$ cat src/rtl/crypto_arith_pkg.sv
// crypto_arith_pkg: FSM state encoding and counter-width helper for the bit-serial arithmetic controllers
package crypto_arith_pkg;
  typedef enum logic [1:0] {IDLE = 2'd0, RUN = 2'd1, DONE = 2'd2} state_t;
  function automatic int cnt_w(input int width);
    return width > 1 ? $clog2(width) : 1;
  endfunction
endpackage

$ cat src/rtl/add_1bit.sv
// add_1bit: full-adder cell, s = a^b^c0, c1 = carry out
module add_1bit (
  input  logic a,
  input  logic b,
  input  logic c0,
  output logic s,
  output logic c1
);
  assign s = a ^ b ^ c0;
  assign c1 = (a & b) | (c0 & (a ^ b));
endmodule

$ cat src/rtl/serial_add_ctrl.sv
// serial_add_ctrl: bit-serial a+b+cin / a-b over WIDTH cycles on one add_1bit; start/sub/a/b/cin in, busy/done/sum/cout out
module serial_add_ctrl
  import crypto_arith_pkg::*;
#(
  parameter int WIDTH = 8
) (
  input  logic             clk,
  input  logic             rst,
  input  logic             start,
  input  logic             sub,
  input  logic [WIDTH-1:0] a,
  input  logic [WIDTH-1:0] b,
  input  logic             cin,
  output logic             busy,
  output logic             done,
  output logic [WIDTH-1:0] sum,
  output logic             cout
);
  localparam int CW = cnt_w(WIDTH);
  state_t state, state_nxt;
  logic [WIDTH-1:0] sa, sb, ps;
  logic [CW-1:0] cnt;
  logic carry, s, c1, last, load;
  logic [WIDTH:0] ps_ext;
  add_1bit u_add (.a(sa[0]), .b(sb[0]), .c0(carry), .s(s), .c1(c1));
  assign last = cnt == CW'(WIDTH - 1);
  assign ps_ext = {s, ps};
  assign load = start && state != RUN;
  assign busy = state == RUN;
  assign done = state == DONE;
  always_comb begin
    state_nxt = load ? RUN : (state == RUN) ? (last ? DONE : RUN) : IDLE;
  end
  always_ff @(posedge clk) begin
    if (rst) begin
      state <= IDLE;
      sa <= '0;
      sb <= '0;
      ps <= '0;
      cnt <= '0;
      carry <= 1'b0;
      sum <= '0;
      cout <= 1'b0;
    end else begin
      state <= state_nxt;
      if (load) begin
        sa <= a;
        sb <= sub ? ~b : b;
        carry <= sub | cin;
        cnt <= '0;
      end else if (state == RUN) begin
        sa <= sa >> 1;
        sb <= sb >> 1;
        ps <= ps_ext[WIDTH:1];
        carry <= c1;
        cnt <= cnt + 1'b1;
        if (last) begin
          sum <= ps_ext[WIDTH:1];
          cout <= c1;
        end
      end
    end
  end
endmodule
$ cat config.mk
export PLATFORM = sky130hd
export DESIGN_NAME = serial_add_ctrl
export DESIGN_NICKNAME = d
export VERILOG_FILES = /design/src/rtl/crypto_arith_pkg.sv /design/src/rtl/add_1bit.sv /design/src/rtl/serial_add_ctrl.sv
export SDC_FILE = /design/constraint.sdc
export NUM_CORES = 1
export LEC_CHECK = 0
export CAP_MARGIN = 10
export CORE_MARGIN = 4
export CORE_UTILIZATION = 54
export DETAILED_ROUTE_END_ITERATION = 6
export MAX_ROUTING_LAYER = met4
export PLACE_DENSITY = 0.86
export SYNTH_ARGS = -nofsm -noshare
export SYNTH_HDL_FRONTEND = slang
export SYNTH_SLANG_ARGS = --single-unit
$ cat constraint.sdc
create_clock -name clk -period 2.87 [get_ports clk]
set_input_delay 0.287 -clock clk [delete_from_list [all_inputs] [get_ports clk]]
set_output_delay 0.287 -clock clk [all_outputs]
set_load 0.1 [all_outputs]
==> metrics.md, run 1 <==
| Metric | Value |
|---|---|
| CP Data Arrival Time | `1770 ps` |
| Post-DRT Antenna Nets | `0` |
| Peak supply drop | `0.000419 V` |
| Fmax | `487 MHz` |
| Die ar. | `0.00398 mm2` |
| Unique masters post-synth | `24` |
| Post-Route WL | `3220 um` |
| Crit path largest cell delay | `480 ps` |
| Placed Cells incl. Taps | `235` |
| Final GP Congestion | `0.725` |
| Leakage Power | `0.761 nW` |
| Setup CP Type | `reg2out` |
| Gr ovfl total | `0` |
| Wire length per cell | `13.3 um` |
| Setup TNS Final | `0 ps` |
| Std-Cell Rows | `19` |
| Hold path startpoint | `sum[1]` |
| Layout cells sized above 1 | `0.113` |
| Min Hold Slack | `461 ps` |
| Root buffer cell | `clkbuf_4` |
| RR Startpoint | `cnt[0]` |
| Most frequent cells in the layout | `dfxtp_1 (38), nand2_1 (33), a21oi_1 (27)` |
| Filler instances | `215` |
| H-Tree Level Count | `2` |
| Synth-to-layout area growth | `20.0%` |
| P per Cell Area | `531 mW/mm2` |
| Count of final setup violators | `0` |
| Detailed-route vias per instance | `5.53` |
| Syn Nets | `211` |
| Gr usage total | `0.177` |
| Synth Instances | `187` |
| Final hold vios | `0` |
| Max_slew headroom | `0.585` |
| Initial Util | `0.579` |
| Final layout net count | `235` |
| Sequential-to-total area share from yosys stat | `0.464` |
| Die Span Y | `63.1 um` |
| Slowest-stage cell, CP | `inv_2` |
| Clock Path Buffers | `2` |
| Outcome | `finished, final reports clean` |
| Setup Fix Bufs, Post-CTS | `0` |
| Pre-antenna DRT Iters | `4` |
| DRC Markers | `0` |
| Detailed placer's ending HPWL | `2280 um` |
| Post-Route Utilization | `0.695` |
| Clock Sinks | `38` |
| RSZ-0062 raised after global routing | `false` |
| Switching pwr | `0.256 mW` |
| Sequential cell area | `761 um2` |
| Clock network power share | `0.322` |
| Synth warn | `0` |
| Reg clk slew, reported paths | `110 ps` |
| Core Area | `0.00283 mm2` |
| CP top delay family | `buffers and inverters` |
| Switching share of power | `0.245` |
| Clk_skew | `10.4 ps` |
| Largest net degree at the start of global routing | `39` |
| Antenna fix cells | `0` |
| Commonest non-fill, non-tap cell in the layout | `dfxtp_1` |
| Vias in the first global route | `1277` |
| Crit path cell chain | `nand2b_1 > buf_4 > inv_2 > buf_12` |
| Vias | `1344` |
| Area taken by multi-input logic gates | `766 um2` |
| Worst min path class | `reg2reg` |
| Synth Area per Inst | `8.76 um2` |
| Post-layout minimum cycle time | `2050 ps` |
| Initial antenna violation count | `0` |
| Critical Path Start | `state[1]` |
| Mapped Area | `0.00164 mm2` |
| Worst skew pair latency | `340 ps` |
| Max cap viols | `0` |
| TritonCTS Buffers | `5` |
| Number of buffers added on ports | `31` |
| 1st-iter DRT viols | `64` |
| Reg power frac | `0.542` |
| Critical path capture point type | `primary output` |
| Post-Layout Cell Count | `243` |
| Tightest Pin Transition | `622 ps` |
| Setup crit start kind | `flip-flop` |
| Worst path bufs/invs | `3` |
| Max FO, Critical Path | `38` |
| WP data required | `2580 ps` |
| Die X | `63.1 um` |
| Total I/O pin count | `32` |
| Post-CTS sizing | `0` |
| First-pass GRT wire length | `5450 um` |
| CTS tree | `built` |
| #FFs+latches synth | `38` |
| Int Pwr | `0.788 mW` |
| Final Cycle Share | `0.715` |
| Final Max Slew Viols | `0` |
| Post-CTS Hold Fix Bufs | `0` |
| Comb pwr share | `0.136` |
[final timing paths]
path                                  to  slack (ps)  depth (start not counted)
worst max register to register  state[0]        1220                          5
worst min-delay path              sum[1]         460                          2
worst min register to register    sum[1]         460                          2
worst max-delay path                busy         820                          4
[cell type report]
type | count | share of cell area
Clock buffer | 8 | 0.0401
Multi-Input combinational cell | 131 | 0.390
Sequential cell | 38 | 0.387
Timing Repair Buffer | 34 | 0.162
Tap cell | 31 | 0.0197
Inverter | 1 | 0.00191
[stage by stage]
| stage | total power, mW | area [um2] | worst slack (ps) |
|---|---|---|---|
| after floorplan | 0.676 | 1640 | 919 |
| after global placement | 0.711 | 1890 | 1210 |
| after CTS | 1.05 | 1970 | 808 |
| after global routing | 1.09 | 1970 | 701 |
| final | 1.04 | 1970 | 817 |
| after detailed placement | 0.719 | 1890 | 1120 |
[power groups by stage]
| stage | registers [mW] | clock network [mW] | logic [mW] |
|---|---|---|---|
| after detailed placement | 0.577 | 0 | 0.142 |
| final | 0.565 | 0.336 | 0.142 |
| after CTS | 0.565 | 0.340 | 0.143 |
| after global routing | 0.568 | 0.369 | 0.156 |
| after global placement | 0.575 | 0 | 0.135 |
| after floorplan | 0.573 | 0 | 0.103 |
[cell usage after synthesis (all sizes together)]
| library cell | number | share of area |
|---|---|---|
| a2111oi | 1 | 0.0092 |
| a211o | 7 | 0.037 |
| a211oi | 7 | 0.032 |
| a21oi | 27 | 0.083 |
| buf | 14 | 0.059 |
| clkbuf | 3 | 0.0069 |
| dfxtp | 38 | 0.46 |
| fa | 1 | 0.012 |
| ha | 2 | 0.015 |
| inv | 1 | 0.0023 |
| mux2i | 8 | 0.049 |
| nand2 | 33 | 0.076 |
| nand2b | 3 | 0.011 |
| nand3 | 9 | 0.027 |
| nand3b | 4 | 0.018 |
| nor2 | 17 | 0.039 |
| nor2b | 1 | 0.0038 |
| nor3 | 1 | 0.0031 |
| o21ai | 1 | 0.0031 |
| o221ai | 1 | 0.0053 |
| xnor2 | 8 | 0.043 |
[routing by layer]
layer	GRT usage	routed length, um	share of wire
met2	0.287	1640	0.51
met3	0.0639	169	0.052
met5	-	0	0
met1	0.198	1370	0.43
met4	0.0661	46	0.014
[cell families after synthesis]
logic type               Yosys count  share of synthesized area
multiplexers                       8                     0.0489
flip-flops                        38                      0.464
XOR/XNOR                           8                     0.0428
AO/OA/AOI/OAI                     44                      0.170
adder cells (fa/ha/maj)            3                     0.0275
buffers and inverters             18                     0.0680
AND/OR/NAND/NOR                   68                      0.179
[worst reg2reg max path, cell delays in order (launching register included)]
cell and delay (ps):
dfxtp_1 370, ha_1 150, ha_1 360, nand3b_1 400, o21ai_1 210, nor2_1 60
[registers in the layout (all words and copies together), names as in the netlist]
| signal | cells |
|---|---|
| sb | 8 |
| carry | 1 |
| sa | 8 |
| cout | 1 |
| ps | 7 |
| sum | 8 |
| cnt | 3 |
| state | 2 |
Note: power is estimated with default switching activity, not from simulation.
==> run 2: changes to the inputs <==
Settings changed: CORE_UTILIZATION 54 to 50, PLACE_DENSITY 0.86 to 0.81.
Clock period 2.87 ns to 2 ns, I/O delays scaled along.
==> metrics.md, run 2 (synthesis gave the netlist of run 1 again) <==
| Metric | Value |
|---|---|
| Outcome | `finished, final reports clean (unchanged)` |
| Antenna fix cells | `0 (unchanged)` |
| Final Max Slew Viols | `0 (unchanged)` |
| Std-Cell Rows | `20 (was 19)` |
| H-Tree Level Count | `2 (unchanged)` |
| Clock Sinks | `38 (unchanged)` |
| Vias in the first global route | `1296 (was 1277)` |
| Post-CTS sizing | `0 (unchanged)` |
| Die X | `65.2 um (was 63.1 um)` |
| Tightest Pin Transition | `628 ps (was 622 ps)` |
| Largest net degree at the start of global routing | `39 (unchanged)` |
| Layout cells sized above 1 | `0.113 (unchanged)` |
| Min Hold Slack | `462 ps (was 461 ps)` |
| Post-Route WL | `3380 um (was 3220 um)` |
| Synth-to-layout area growth | `21.6% (was 20.0%)` |
| Initial Util | `0.528 (was 0.579)` |
| Clock Path Buffers | `2 (unchanged)` |
| RR Startpoint | `cnt[0] (unchanged)` |
| Count of final setup violators | `0 (unchanged)` |
| CP top delay family | `buffers and inverters (unchanged)` |
| Detailed placer's ending HPWL | `2350 um (was 2280 um)` |
| Slowest-stage cell, CP | `inv_2 (unchanged)` |
| Post-Route Utilization | `0.642 (was 0.695)` |
| Hold Path Stages | `2 (unchanged)` |
| Top flop regs | `sa (8), sb (8), sum (8) (unchanged)` |
| Reg clk slew, reported paths | `110 ps (about the same)` |
| Vias | `1343 (was 1344)` |
| Commonest non-fill, non-tap cell in the layout | `dfxtp_1 (unchanged)` |
| Root buffer cell | `clkbuf_4 (unchanged)` |
| Initial antenna violation count | `0 (unchanged)` |
| P per Cell Area | `777 mW/mm2 (was 531 mW/mm2)` |
| CTS tree | `built (unchanged)` |
| RSZ-0062 raised after global routing | `false (unchanged)` |
| Gr usage total | `0.181 (was 0.177)` |
| Worst min path class | `reg2reg (unchanged)` |
| Total I/O pin count | `32 (unchanged)` |
| Most frequent cells in the layout | `dfxtp_1 (38), nand2_1 (33), a21oi_1 (27) (unchanged)` |
| Clk_skew | `9.39 ps (was 10.4 ps)` |
| First-pass GRT wire length | `5770 um (was 5450 um)` |
| Crit path cell chain | `nand2b_1 > inv_2 > buf_12 (was nand2b_1 > buf_4 > inv_2 > buf_12)` |
| Peak supply drop | `0.000411 V (was 0.000419 V)` |
| Number of buffers added on ports | `31 (unchanged)` |
| Core Area | `0.00310 mm2 (was 0.00283 mm2)` |
| Worst r2r dst | `sum[7] (was state[0])` |
| Max FO, Critical Path | `38 (unchanged)` |
| Worst skew pair latency | `330 ps (was 340 ps)` |
| Gr ovfl total | `0 (unchanged)` |
| TritonCTS Buffers | `5 (unchanged)` |
| Crit path largest cell delay | `480 ps (about the same)` |
| Final hold vios | `0 (unchanged)` |
| Final Cycle Share | `0.887` |
| Final GP Congestion | `0.730 (was 0.725)` |
| Fmax | `564 MHz` |
| Critical path capture point type | `primary output (unchanged)` |
| Die ar. | `0.00426 mm2 (was 0.00398 mm2)` |
| Detailed-route vias per instance | `5.25 (was 5.53)` |
| Hold path startpoint | `sum[1] (unchanged)` |
| Setup TNS Final | `0 ps (unchanged)` |
| Max_slew headroom | `0.580 (was 0.585)` |
| 1st-iter DRT viols | `87 (was 64)` |
| Setup CP Type | `reg2out (unchanged)` |
| Setup Fix Bufs, Post-CTS | `0 (unchanged)` |
| Pre-antenna DRT Iters | `4 (unchanged)` |
| Die Span Y | `65.2 um (was 63.1 um)` |
| Flop2flop setup slack | `600 ps (was 1220 ps)` |
| Register-to-Register Path Depth | `5 (unchanged)` |
| Final layout net count | `236 (was 235)` |
| Setup crit start kind | `flip-flop (unchanged)` |
| Leakage Power | `0.767 nW (was 0.761 nW)` |
| Post-DRT Antenna Nets | `0 (unchanged)` |
| Max cap viols | `0 (unchanged)` |
| CP Data Arrival Time | `1570 ps (was 1770 ps)` |
| DRC Markers | `0 (unchanged)` |
| Worst Hold End | `sum[1] (unchanged)` |
| Worst path bufs/invs | `2 (was 3)` |
| Post-CTS Hold Fix Bufs | `0 (unchanged)` |
| Wire length per cell | `13.2 um (was 13.3 um)` |
| Post-layout minimum cycle time | `1770 ps` |
| WP data required | `1800 ps (was 2580 ps)` |
==> run 2: tightest hold or removal path: stages (launching register included) <==
cell and delay, ps:
dfxtp_1 320, nand2_1 50, a21oi_1 50
==> run 2: worst max-delay path by stage <==
stage	start	endpoint	slack (ps)	depth (start not counted)
3_5_place_dp	sub	sb[4]	360	4
3_3_place_gp	sub	sb[4]	470	4
5_1_grt	state[1]	busy	100	3
2_1_floorplan	state[1]	done	140	1
6_report	state[1]	busy	230	3
4_1_cts	state[1]	busy	220	3
==> run 2: per-layer routing <==
metal / share of wire / up-vias / track usage
li1: - / 683 / -
met1: 0.43 / 629 / 0.207
met2: 0.52 / 29 / 0.298
met3: 0.048 / 2 / 0.0632
met4: 0.0065 / 0 / 0.0570
met5: 0 / - / -
==> run 2: per-stage QoR <==
stage | cell area [um2] | power, mW | setup slack [ps] | instances
2_1_floorplan | 1640 | 0.971 | 136 | 187
3_3_place_gp | 1910 | 1.02 | 465 | 249
3_5_place_dp | 1910 | 1.03 | 361 | 249
4_1_cts | 1990 | 1.56 | 217 | 256
5_1_grt | 1990 | 1.63 | 95.2 | 256
6_report | 1990 | 1.55 | 227 | 256
==> run 2: power breakdown <==
| group | internal (mW) | switching, mW | leakage, nW |
|---|---|---|---|
| Combinational | 0.0995 | 0.108 | 0.412 |
| Clock | 0.291 | 0.238 | 0.0443 |
| Sequential | 0.791 | 0.0203 | 0.310 |
| Total | 1.18 | 0.366 | 0.767 |
==> run 2: final cells by class <==
cell class,count,area (um2)
Clock buffer,6,51.3
Fill cell,273,1110
Sequential cell,38,761
Inverter,1,3.75
Timing Repair Buffer,35,325
Tap cell,44,55.1
Clock inverter,1,30.0
Multi-Input combinational cell,131,766
==> run 3: changes to the inputs <==
Settings changed: PLACE_DENSITY 0.81 to 0.85, SETUP_SLACK_MARGIN from default to 0.02.
==> metrics.md, run 3 (synthesis gave the netlist of run 1 again) <==
| Metric | Value |
|---|---|
| Final Cycle Share | `0.884 (was 0.887)` |
| Worst skew pair latency | `350 ps (was 330 ps)` |
| Largest net degree at the start of global routing | `39 (unchanged)` |
| Gr usage total | `0.170 (was 0.181)` |
| Tightest Pin Transition | `621 ps (was 628 ps)` |
| Most frequent cells in the layout | `dfxtp_1 (38), nand2_1 (33), a21oi_1 (27) (unchanged)` |
| Crit path cell chain | `nand2b_1 > inv_2 > buf_12 (unchanged)` |
| Detailed placer's ending HPWL | `2030 um (was 2350 um)` |
| Detailed-route vias per instance | `5.14 (was 5.25)` |
| Core Area | `0.00310 mm2 (unchanged)` |
| Initial Util | `0.528 (unchanged)` |
| Leakage Power | `0.764 nW (was 0.767 nW)` |
| DRC Markers | `0 (unchanged)` |
| Setup Fix Bufs, Post-CTS | `0 (unchanged)` |
| Setup TNS Final | `0 ps (unchanged)` |
| Design Area, Final | `0.00201 mm2 (was 0.00199 mm2)` |
| DP Area | `0.00192 mm2 (was 0.00191 mm2)` |
| Gr ovfl total | `0 (unchanged)` |
| CP top delay family | `buffers and inverters (unchanged)` |
| Max cap viols | `0 (unchanged)` |
| Tot Pwr | `1.54 mW (was 1.55 mW)` |
| Final GP Congestion | `0.749 (was 0.730)` |
| Die Span Y | `65.2 um (unchanged)` |
| Critical path capture point type | `primary output (unchanged)` |
| Count of final setup violators | `0 (unchanged)` |
| Setup WS pre-CTS | `394 ps (was 361 ps)` |
| Post-DRT Antenna Nets | `0 (unchanged)` |
| Peak supply drop | `0.000492 V (was 0.000411 V)` |
| Crit path largest cell delay | `470 ps (was 480 ps)` |
| Post-CTS Hold Fix Bufs | `0 (unchanged)` |
| Clk_skew | `11.3 ps (was 9.39 ps)` |
| Number of buffers added on ports | `31 (unchanged)` |
| Initial antenna violation count | `0 (unchanged)` |
| Vias in the first global route | `1287 (was 1296)` |
| Total I/O pin count | `32 (unchanged)` |
| Max_slew headroom | `0.586 (was 0.580)` |
| Layout cells sized above 1 | `0.117 (was 0.113)` |
| P per Cell Area | `768 mW/mm2 (was 777 mW/mm2)` |
| Fmax | `566 MHz (was 564 MHz)` |
| Final layout net count | `236 (unchanged)` |
| Clock Path Buffers | `2 (unchanged)` |
| H-Tree Level Count | `2 (unchanged)` |
| Max FO, Critical Path | `38 (unchanged)` |
| Post-Route WL | `3080 um (was 3380 um)` |
| RSZ-0062 raised after global routing | `false (unchanged)` |
| Placed Cells incl. Taps | `249 (unchanged)` |
| Antenna fix cells | `0 (unchanged)` |
| Reg clk slew, reported paths | `110 ps (about the same)` |
| Outcome | `finished, final reports clean (unchanged)` |
| Clock Sinks | `38 (unchanged)` |
| Post-Layout Cell Count | `257 (was 256)` |
| Std-Cell Rows | `20 (unchanged)` |
| Post-layout minimum cycle time | `1770 ps (about the same)` |
| Synth-to-layout area growth | `22.5% (was 21.6%)` |
| Setup crit start kind | `flip-flop (unchanged)` |
| Worst path bufs/invs | `2 (unchanged)` |
| Top flop regs | `sa (8), sb (8), sum (8) (unchanged)` |
| First-pass GRT wire length | `5400 um (was 5770 um)` |
| Die X | `65.2 um (unchanged)` |
| Vias | `1322 (was 1343)` |
| CP Data Arrival Time | `1570 ps (about the same)` |
| WP data required | `1800 ps (about the same)` |
| Final hold vios | `0 (unchanged)` |
| Setup CP Type | `reg2out (unchanged)` |
| Die ar. | `0.00426 mm2 (unchanged)` |
| Setup ws final | `232 ps (was 227 ps)` |
| TritonCTS Buffers | `5 (unchanged)` |
| Root buffer cell | `clkbuf_4 (unchanged)` |
| Worst min path class | `reg2reg (unchanged)` |
| Commonest non-fill, non-tap cell in the layout | `dfxtp_1 (unchanged)` |
| Final Max Slew Viols | `0 (unchanged)` |
| Slowest-stage cell, CP | `inv_2 (unchanged)` |
| Post-CTS sizing | `0 (unchanged)` |
| Pre-antenna DRT Iters | `4 (unchanged)` |
| Wire length per cell | `12.0 um (was 13.2 um)` |
| 1st-iter DRT viols | `60 (was 87)` |
| CTS tree | `built (unchanged)` |
[run 3: power breakdown]
group / leakage [nW] / switching, mW / internal (mW)
clock network: 0.0374 / 0.262 / 0.262
registers: 0.310 / 0.0194 / 0.791
logic: 0.416 / 0.104 / 0.102
[run 3: final cells by class]
cell class,instances,area (um2)
clock inverter,3,45.0
timing repair buffer,35,338
multi-input combinational,131,766
inverter,1,3.75
clock buffer,5,37.5
sequential,38,761
tap,44,55.1
fill,284,1100
[run 3: routing by layer]
metal  track usage  wire [um]  vias up
li1              -          -      683
met1         0.180       1410      605
met2         0.290       1490       28
met3        0.0564        127        6
met4        0.0699         55        0
met5             -          0        -
[run 3: worst register-to-register path, stage by stage (launching register included)]
cell	delay, ps
dfxtp_1	340
ha_1	200
ha_1	190
nand3b_1	370
nand2_1	120
a21oi_1	150
[run 3: through the flow]
step           hold WS (ps)   util
6_report                461  0.646
5_1_grt                 478  0.646
4_1_cts                 463  0.646
3_5_place_dp            447  0.620
3_3_place_gp            445  0.620
2_1_floorplan           395      -
[run 3: worst paths after layout]
path | startpoint | endpoint | slack, ps | depth (start not counted)
worst max-delay path | state[1] | busy | 230 | 3
worst min-delay path | cout | cout | 460 | 2
worst max register to register | cnt[0] | sum[5] | 600 | 5
worst min register to register | cout | cout | 460 | 2
